**src/rtl/pe_array_sequencer.sv**
```systemverilog
// Sequences a ROWS x COLS PE grid through one matmul tile in WS or OS mode.
// Outputs are registered from the next state; in_valid reaches mac_enable one cycle later.
module pe_array_sequencer #(
   parameter int          ROWS     = 4,
   parameter int          COLS     = 4,
   parameter int          K_W      = 8,
   parameter logic [15:0] CB_LOAD  = 16'h0000,
   parameter logic [15:0] CB_WS    = 16'h0500,
   parameter logic [15:0] CB_OS    = 16'h1400,
   parameter logic [15:0] CB_DRAIN = 16'h0050
) (
   input  logic           clk,
   input  logic           reset_n,
   input  logic           start,
   input  logic           cfg_mode,
   input  logic [K_W-1:0] cfg_k,
   input  logic           abort,
   input  logic           in_valid,
   output logic           busy,
   output logic           done,
   output logic           cfg_err,
   output logic [15:0]    ctrl_crossbar,
   output logic [1:0]     mux_sel,
   output logic           mac_enable,
   output logic           accum_clear,
   output logic           output_stationary_enable,
   output logic [3:0]     input_sel,
   output logic           drain_valid
);

   localparam int SKEW = ROWS + COLS - 2;
   localparam int CW   = K_W + $clog2(ROWS + COLS);

   typedef enum logic [2:0] {S_IDLE, S_LOAD, S_CLEAR, S_COMPUTE, S_DRAIN, S_DONE} state_t;

   state_t         state_q, state_d;
   logic [CW-1:0]  cnt_q, cnt_d;
   logic           mode_q, mode_d;
   logic [K_W-1:0] k_q, k_d;
   logic [CW-1:0]  total;

   logic        busy_q, busy_d, done_q, done_d, cfg_err_q, cfg_err_d;
   logic [15:0] xbar_q, xbar_d;
   logic [1:0]  mux_sel_q, mux_sel_d;
   logic        mac_en_q, mac_en_d, clr_q, clr_d, ose_q, ose_d, drain_q, drain_d;
   logic [3:0]  in_sel_q, in_sel_d;

   assign total = CW'(k_q) + CW'(SKEW);

   always_comb begin
      state_d   = state_q;
      cnt_d     = cnt_q + CW'(1);
      mode_d    = mode_q;
      k_d       = k_q;
      cfg_err_d = 1'b0;

      unique case (state_q)
         S_IDLE: begin
            if (start && !abort) begin
               if (cfg_k != '0) begin
                  mode_d  = cfg_mode;
                  k_d     = cfg_k;
                  state_d = cfg_mode ? S_CLEAR : S_LOAD;
               end else begin
                  cfg_err_d = 1'b1;
               end
            end
         end
         S_LOAD:    if (cnt_q == CW'(ROWS - 1)) state_d = S_COMPUTE;
         S_CLEAR:   state_d = S_COMPUTE;
         S_COMPUTE: begin
            // Only cycles the PEs actually saw as enabled count toward k + SKEW.
            cnt_d = cnt_q + CW'(mac_en_q);
            if (mac_en_q && cnt_q == total - CW'(1)) state_d = mode_q ? S_DRAIN : S_DONE;
         end
         S_DRAIN:   if (cnt_q == CW'(ROWS - 1)) state_d = S_DONE;
         S_DONE:    state_d = S_IDLE;
         default:   state_d = S_IDLE;
      endcase

      if (abort && state_q != S_IDLE) state_d = S_IDLE;
      if (state_d != state_q) cnt_d = '0;

      busy_d    = (state_d != S_IDLE);
      done_d    = 1'b0;
      xbar_d    = 16'h0000;
      mux_sel_d = 2'b00;
      mac_en_d  = 1'b0;
      clr_d     = 1'b0;
      ose_d     = 1'b0;
      in_sel_d  = 4'b0000;
      drain_d   = 1'b0;

      unique case (state_d)
         S_LOAD: begin
            mac_en_d = 1'b1;
            xbar_d   = CB_LOAD;
         end
         S_CLEAR: begin
            clr_d  = 1'b1;
            xbar_d = CB_OS;
         end
         S_COMPUTE: begin
            mac_en_d = in_valid;
            in_sel_d = 4'b1111;
            ose_d    = mode_d;
            xbar_d   = mode_d ? CB_OS : CB_WS;
         end
         S_DRAIN: begin
            drain_d   = 1'b1;
            mux_sel_d = 2'b11;
            xbar_d    = CB_DRAIN;
         end
         S_DONE:  done_d = 1'b1;
         default: ;
      endcase
   end

   always_ff @(posedge clk or negedge reset_n) begin
      if (!reset_n) begin
         state_q   <= S_IDLE;
         cnt_q     <= '0;
         mode_q    <= 1'b0;
         k_q       <= '0;
         busy_q    <= 1'b0;
         done_q    <= 1'b0;
         cfg_err_q <= 1'b0;
         xbar_q    <= 16'h0000;
         mux_sel_q <= 2'b00;
         mac_en_q  <= 1'b0;
         clr_q     <= 1'b0;
         ose_q     <= 1'b0;
         in_sel_q  <= 4'b0000;
         drain_q   <= 1'b0;
      end else begin
         state_q   <= state_d;
         cnt_q     <= cnt_d;
         mode_q    <= mode_d;
         k_q       <= k_d;
         busy_q    <= busy_d;
         done_q    <= done_d;
         cfg_err_q <= cfg_err_d;
         xbar_q    <= xbar_d;
         mux_sel_q <= mux_sel_d;
         mac_en_q  <= mac_en_d;
         clr_q     <= clr_d;
         ose_q     <= ose_d;
         in_sel_q  <= in_sel_d;
         drain_q   <= drain_d;
      end
   end

   assign busy                     = busy_q;
   assign done                     = done_q;
   assign cfg_err                  = cfg_err_q;
   assign ctrl_crossbar            = xbar_q;
   assign mux_sel                  = mux_sel_q;
   assign mac_enable               = mac_en_q;
   assign accum_clear              = clr_q;
   assign output_stationary_enable = ose_q;
   assign input_sel                = in_sel_q;
   assign drain_valid              = drain_q;

endmodule
```
**config.mk**
```make
export PLATFORM = sky130hd
export DESIGN_NAME = pe_array_sequencer
export DESIGN_NICKNAME = d
export VERILOG_FILES = /design/src/rtl/pe_array_sequencer.sv
export SDC_FILE = /design/constraint.sdc
export NUM_CORES = 1
export LEC_CHECK = 0
export CAP_MARGIN = 20
export CORE_ASPECT_RATIO = 0.7
export CORE_MARGIN = 1.5
export CORE_UTILIZATION = 45
export DETAILED_ROUTE_END_ITERATION = 16
export HOLD_SLACK_MARGIN = 0.08
export PLACE_DENSITY = 0.72
export SLEW_MARGIN = 0
export SYNTH_ARGS = -nofsm -noshare
export SYNTH_HDL_FRONTEND = slang
export SYNTH_SLANG_ARGS = --single-unit
```
**constraint.sdc**
```tcl
create_clock -name clk -period 4.9 [get_ports clk]
set_clock_uncertainty 0.2 [all_clocks]
set_input_delay 0.735 -clock clk [delete_from_list [all_inputs] [get_ports clk]]
set_output_delay 0.735 -clock clk [all_outputs]
set_load 0.01 [all_outputs]
```
==> run_results.csv, run 1 <==
group,metric,value,unit
synthesis,synth_area,0.00203,mm^2
timing,hold_violations,0,
worst_setup_path,cp-end-kind,"flip-flop",
finish,area_growth,17.3,%
grt,grt_pass1_vias,1386,
finish,final_common_cell,"dfrtp_1",
route,wl,4090,um
floorplanning,design.portCount,43,
place,portBuffers,31,
route,drc,0,
finish,drive_above_1_share,10.9,%
pwr,peakVddDrop,270,uV
timing,setup_viol,0,
pwr,p_leak,1.01,nW
route,drt_first_pass_iters,4,
flow_run,max-cap-violations,0,
clock_network,cts.root.buffer_cell,"clkbuf_8",
clock_network,numCtsBuffers,5,
pwr,swShare,37.1,%
finish,nets,254,
worst_setup_path,cp_cell_sequence,"clkdlybuf4s50_1 -> nor2_1 -> o2111ai_1 -> buf_4 -> o21ai_0 -> nor3_1 -> o311a_1 -> o21ai_2 -> nor2_1",
worst_setup_path,worstSetupStartpointType,"input pin",
synthesis,syn_inst,213,
synthesis,ys_seq_area_share,41.9,%
clock_network,clockBufferDepth,2,
floorplanning,die-area,0.00493,mm^2
synthesis,synth-seq-cells,34,
grt,grt_pass1_wl,6910,um
pwr,p_seq_share,38.7,%
hold_path,min_path_type,"flip-flop to flip-flop",
route,antenna_left,0,
clock_network,clkTransAtPathRegs,0.07,ns
synthesis,synth_flop_cell,"dfrtp_1",
grt,antenna_found_initial,0,
clock_network,htreeDepth,2,
finish,final_util,54.9,%
synthesis,synth.area.top_cells,"dfrtp_1 (42%), buf_4 (8.9%), xnor2_1 (4.8%), nor2_1 (4.6%), mux2_2 (3.3%)",
finish,multi_input_comb_area,990,um^2
synthesis,yosysUniqueCellTypes,50,
floorplanning,die_y,59.2,um
synthesis,yosys.area.top_type_share,41.9,%
grt,grtUsageTotal,18.1,%
timing,fmax,0.295,GHz
synthesis,yosys.area.top_type,"dfrtp_1",
clock_network,ctsHoldBuffers,0,
finish,antenna_cells,0,
finish,final_cell_mix,"dfrtp_1 (34), clkdlybuf4s50_1 (31), nor2_1 (25)",
status,status,"finished, final reports clean",
route,drtIter0Drc,94,
timing,worst_slew_pin_slew,0.543,ns
worst_setup_path,crit_top_cell,"nor2_1",
finish,fill_cells,388,
worst_setup_path,cp.required,4.85,ns
timing,relSlewSlack,63.7,%
grt,overflow,0,
timing,rsz0062_at_grt,"no",
route,viasPerCell,5.29,
worst_setup_path,cp_max_fo,11,
pwr,p_sw,0.427,mW
pwr,combinationalPowerShare,39.7,%
clock_network,cts_tree,"done",
timing,post-route-min-period,3.40,ns
worst_setup_path,critPathSlowestCell,"clkdlybuf4s50_1",
pwr,p_per_area,484,mW/mm^2
pwr,power_frac_clock,21.6,%
floorplanning,initial_core_util,46.8,%
floorplanning,rows,20,
route,vias,1550,
synthesis,async_flop_share,100,%
timing,finalSetupTns,0,ns
place,hpwlAfterDp,2970,um
timing,drv_slew,0,
clock_network,cts_resized,0,
pwr,internal-power,0.724,mW
worst_setup_path,crit_type,"input pin to flip-flop",
place,routabilityCongestion,0.845,
worst_setup_path,crit_arrival,3.35,ns
floorplanning,fp.coreArea,0.00433,mm^2
synthesis,synth_edf_count,0,
synthesis,synth_warnings,0,
grt,grt_start_max_net_pins,35,
synthesis,syn-mean-instance-area,9.52,um^2
finish,regArea,851,um^2
timing,period_share,69.3,%
route,post_drt_wl_per_cell,14.0,um
clock_network,cts.sinks,34,
clock_network,clk_latency,0.28,ns
clock_network,cts_setup_buffers,0,
floorplanning,die_width,83.2,um
worst_setup_path,slowest_delay,0.61,ns
==> power groups by stage <==
stage	clock (mW)	combinational, mW	sequential, mW
after floorplan	0	0.362	0.419
after global placement	0	0.441	0.448
after detailed placement	0	0.448	0.449
after CTS	0.256	0.454	0.444
after global routing	0.271	0.514	0.457
final	0.249	0.457	0.445
==> worst paths after layout <==
check | cells after the start | slack, ns | end | startpoint
max | 9 | 1.50 | cnt_q[2] | abort
min | 1 | 0.34 | k_q[7] | k_q[7]
max reg2reg | 8 | 1.89 | cnt_q[2] | k_q[0]
min reg2reg | 1 | 0.34 | k_q[7] | k_q[7]
max in group asynchronous | 2 | 3.54 | mux_sel[0] | reset_n
min in group asynchronous | 2 | 0.65 | cnt_q[4] | reset_n
==> worst max-delay path, delay by kind of cell <==
kind                   cells  cell delay [ns]
and+or+nand+nor            3             0.72
buffers and inverters      2             0.86
AOI/OAI and AO/OA          4             1.03
==> flip-flops by register name (all words and copies together), names as in the netlist <==
signal                    flops
output_stationary_enable      1
done                          1
busy                          1
ctrl_crossbar                 3
input_sel                     1
cfg_err                       1
cnt_q                        11
mac_enable                    1
mux_sel                       1
mode_q                        1
accum_clear                   1
state_q                       3
k_q                           8
==> logic make-up (layout without fill, tap and decap cells) <==
family / Yosys count / count (layout) / share of synthesized area [%]
AO/OA/AOI/OAI: 37 / 37 / 14.1
XOR/XNOR: 19 / 19 / 8.58
adder cells (fa/ha/maj): 3 / 3 / 1.85
buffers and inverters: 36 / 51 / 11.1
flip-flops: 34 / 34 / 41.9
multiplexers: 7 / 7 / 3.82
other: 1 / 11 / 0.185
AND/OR/NAND/NOR: 76 / 76 / 18.4
==> cells in the mapped netlist (all sizes together) (2+ instances only) <==
master	count
nand2	15
or3	2
xor2	7
nor3	6
or2	2
and3	3
ha	3
clkbuf	2
o21ai	7
a211oi	2
a22o	2
inv	10
a31o	2
nor2	25
a21oi	7
buf	24
nor4b	2
o31ai	2
nand3	7
nor2b	2
mux2	6
nand4	4
dfrtp	34
or4	2
o21a	2
xnor2	12
o32ai	2
==> stage by stage <==
stage | power, mW | cell area [um^2] | hold WS [ns] | worst slack, ns | std cells
after floorplan | 0.781 | 2070 | 0.239 | 2.15 | 223
after global placement | 0.890 | 2260 | 0.310 | 0.990 | 284
after detailed placement | 0.897 | 2260 | 0.312 | 0.874 | 284
after CTS | 1.15 | 2370 | 0.328 | 1.16 | 292
after global routing | 1.24 | 2380 | 0.341 | 1.36 | 293
final | 1.15 | 2380 | 0.341 | 1.50 | 293
==> area by class of cell <==
type                            count  share of cell area (%)
Clock inverter                      1                    1.26
Timing Repair Buffer               33                    13.7
Sequential cell                    34                    35.8
Clock buffer                        7                    3.21
Multi-Input combinational cell    153                    41.6
Tap cell                           55                    2.89
Inverter                           10                    1.58
==> routing by layer <==
metal	global-route usage, %	wire length [um]
met1	25.5	2030
met2	26.6	1780
met3	5.15	245
met4	6.67	38
met5	0	0
No activity file was read; power rests on OpenSTA's default activity.
==> inputs of run 2 (changes only) <==
--- a/config.mk
+++ b/config.mk
@@ -11,7 +11,7 @@
 export CORE_UTILIZATION = 45
 export DETAILED_ROUTE_END_ITERATION = 16
 export HOLD_SLACK_MARGIN = 0.08
-export PLACE_DENSITY = 0.72
+export PLACE_DENSITY = 0.75
 export SLEW_MARGIN = 0
 export SYNTH_ARGS = -nofsm -noshare
 export SYNTH_HDL_FRONTEND = slang
==> constraint.sdc (replaced) <==
create_clock -name clk -period 2.8 [get_ports clk]
set_clock_uncertainty 0.2 [all_clocks]
set_input_delay 0.42 -clock clk [delete_from_list [all_inputs] [get_ports clk]]
set_output_delay 0.42 -clock clk [all_outputs]
set_load 0.01 [all_outputs]
==> run 2 against run 1 <==
  * Critical path depth unchanged
  * Sequential power up 72%
  * Flip-flop and latch count unchanged
  * Combinational power up 110%
  * Cell area up 7.3%
  * Via count up 6.1%
  * Clock power up 51%
  * Register-to-register slack worse by 1.8 ns
  * Cell count up 7.2%
  * Sequential share of layout area down 2.4 points
  * Global-route usage up 0.91 points
==> run_results.csv, run 2 (same netlist as run 1, synthesis figures left out) <==
group,metric,value,unit
floorplanning,rows,20,
place,place_inst,305,
timing,fmax,0.371,GHz
pwr,p_leak,1.11,nW
grt,grt_start_max_net_pins,35,
worst_setup_path,cp_max_fo,5,
place,hpwlAfterDp,3410,um
clock_network,clockBufferDepth,2,
pwr,peakVddDrop,387,uV
clock_network,cts.sinks,34,
finish,nets,275,
place,place_area,0.00242,mm^2
worst_setup_path,slowest_delay,0.46,ns
grt,overflow,0,
timing,period_share,96.3,%
finish,largest_register_ffs,11,
timing,hold_violations,0,
route,wl,4370,um
hold_path,min_path_type,"flip-flop to flip-flop",
finish,fill_cells,378,
grt,grtUsageTotal,19.0,%
worst_setup_path,cp_cell_sequence,"ha_1 -> buf_4 -> xnor2_1 -> o21ai_0 -> a32oi_1 -> a311oi_2 -> and4_1 -> nor2_1 -> or3_1",
pwr,swShare,38.5,%
finish,layout.cells.non_filler,314,
clock_network,clkTransAtPathRegs,0.07,ns
finish,regArea,851,um^2
status,status,"finished, final reports clean",
pwr,internal-power,1.29,mW
grt,antenna_found_initial,0,
finish,multi_input_comb_area,0.00102,mm^2
timing,post-route-min-period,2.70,ns
route,drt_first_pass_iters,4,
clock_network,htreeDepth,2,
pwr,power_frac_clock,18.0,%
grt,grt_pass1_wl,7150,um
place,routabilityCongestion,0.902,
finish,stdcell_area,0.00255,mm^2
route,vias,1645,
worst_setup_path,worstSetupStartpointType,"flip-flop",
pwr,combinationalPowerShare,45.5,%
pwr,p_sw,0.804,mW
floorplanning,fp.coreArea,0.00433,mm^2
timing,drv_slew,0,
pwr,p_seq_share,36.5,%
worst_setup_path,crit_type,"flip-flop to flip-flop",
grt,grt_pass1_vias,1501,
worst_setup_path,cp.required,2.76,ns
place,portBuffers,31,
clock_network,cts.root.buffer_cell,"clkbuf_8",
flow_run,max-cap-violations,0,
timing,setup_viol,0,
route,viasPerCell,5.24,
clock_network,numCtsBuffers,5,
clock_network,clk_latency,0.29,ns
worst_setup_path,crit_arrival,2.66,ns
floorplanning,die_width,83.2,um
route,drc,0,
finish,final_cell_mix,"dfrtp_1 (34), clkdlybuf4s50_1 (31), nor2_1 (24)",
worst_setup_path,critPathSlowestCell,"dfrtp_1",
route,drtIter0Drc,140,
finish,top_regs,"cnt_q x11, k_q x8",
floorplanning,die-area,0.00493,mm^2
route,antenna_left,0,
finish,area_growth,25.8,%
worst_setup_path,cp-end-kind,"flip-flop",
clock_network,cts_tree,"done",
finish,final_common_cell,"dfrtp_1",
floorplanning,design.portCount,43,
pwr,p_per_area,819,mW/mm^2
finish,largest-register,"cnt_q",
floorplanning,die_y,59.2,um
route,post_drt_wl_per_cell,13.9,um
finish,antenna_cells,0,
finish,drive_above_1_share,20.5,%
floorplanning,initial_core_util,46.8,%
[run 2: power groups by stage]
stage | Combinational [mW] | Sequential [mW] | Clock [mW]
3_5_place_dp | 0.916 | 0.764 | 0
3_3_place_gp | 0.897 | 0.757 | 0
5_1_grt | 1.04 | 0.783 | 0.422
6_report | 0.951 | 0.764 | 0.376
4_1_cts | 0.919 | 0.755 | 0.384
2_1_floorplan | 0.633 | 0.733 | 0
[run 2: layout make-up]
cell class              count  area share [%]
clock buffers               7            3.38
clock inverters             1           0.196
inverters                  10            1.47
multi-input cells         153            40.0
flip-flops and latches     34            33.3
well taps                  55            2.70
repair buffers             54            18.9
[run 2: routing by layer]
| layer | track usage [%] | share of wire [%] |
|---|---|---|
| met1 | 26.0 | 49 |
| met2 | 28.6 | 43 |
| met3 | 7.38 | 6.4 |
| met4 | 4.52 | 0.92 |
| met5 | 0 | 0 |
[run 2: timing repair]
item | in CTS | in global routing
setup buffers | 0 | 1
hold buffers | 0 | 0
endpoints found under the hold margin | 0 | 0
setup endpoints to repair | 0 | 13
gates resized for setup | 0 | 6
[run 2: path summary, 6_finish.rpt]
check	endpoint	cells after the start	slack, ns	start
setup / recovery	busy	9	0.10	k_q[0]
hold / removal	k_q[7]	1	0.31	k_q[7]
setup reg to reg	busy	9	0.10	k_q[0]
hold reg to reg	k_q[7]	1	0.31	k_q[7]
max in group asynchronous	state_q[2]	2	1.75	reset_n
min in group asynchronous	cnt_q[2]	2	0.33	reset_n
[run 2: through the flow]
step / TNS (ns) / setup slack, ns / utilization (%) / hold WS, ns / power (mW)
after floorplan: 0 / 0.328 / - / -0.0756 / 1.37
after global placement: -0.205 / -0.0621 / 56.0 / 0.292 / 1.65
after detailed placement: -1.17 / -0.116 / 56.0 / 0.295 / 1.68
after CTS: 0 / 0.126 / 58.1 / 0.312 / 2.06
after global routing: -0.00915 / -0.00915 / 58.9 / 0.343 / 2.24
final: 0 / 0.104 / 58.9 / 0.309 / 2.09
[run 2: critical path, delay by kind of cell (launching register included)]
family                     cells  cell delay [ns]
DFF                            1             0.46
xor gates and xnor gates       1             0.12
adders and majority gates      1             0.26
buffers and inverters          1             0.16
and+or+nand+nor                3             0.72
AOI/OAI and AO/OA              3             0.66
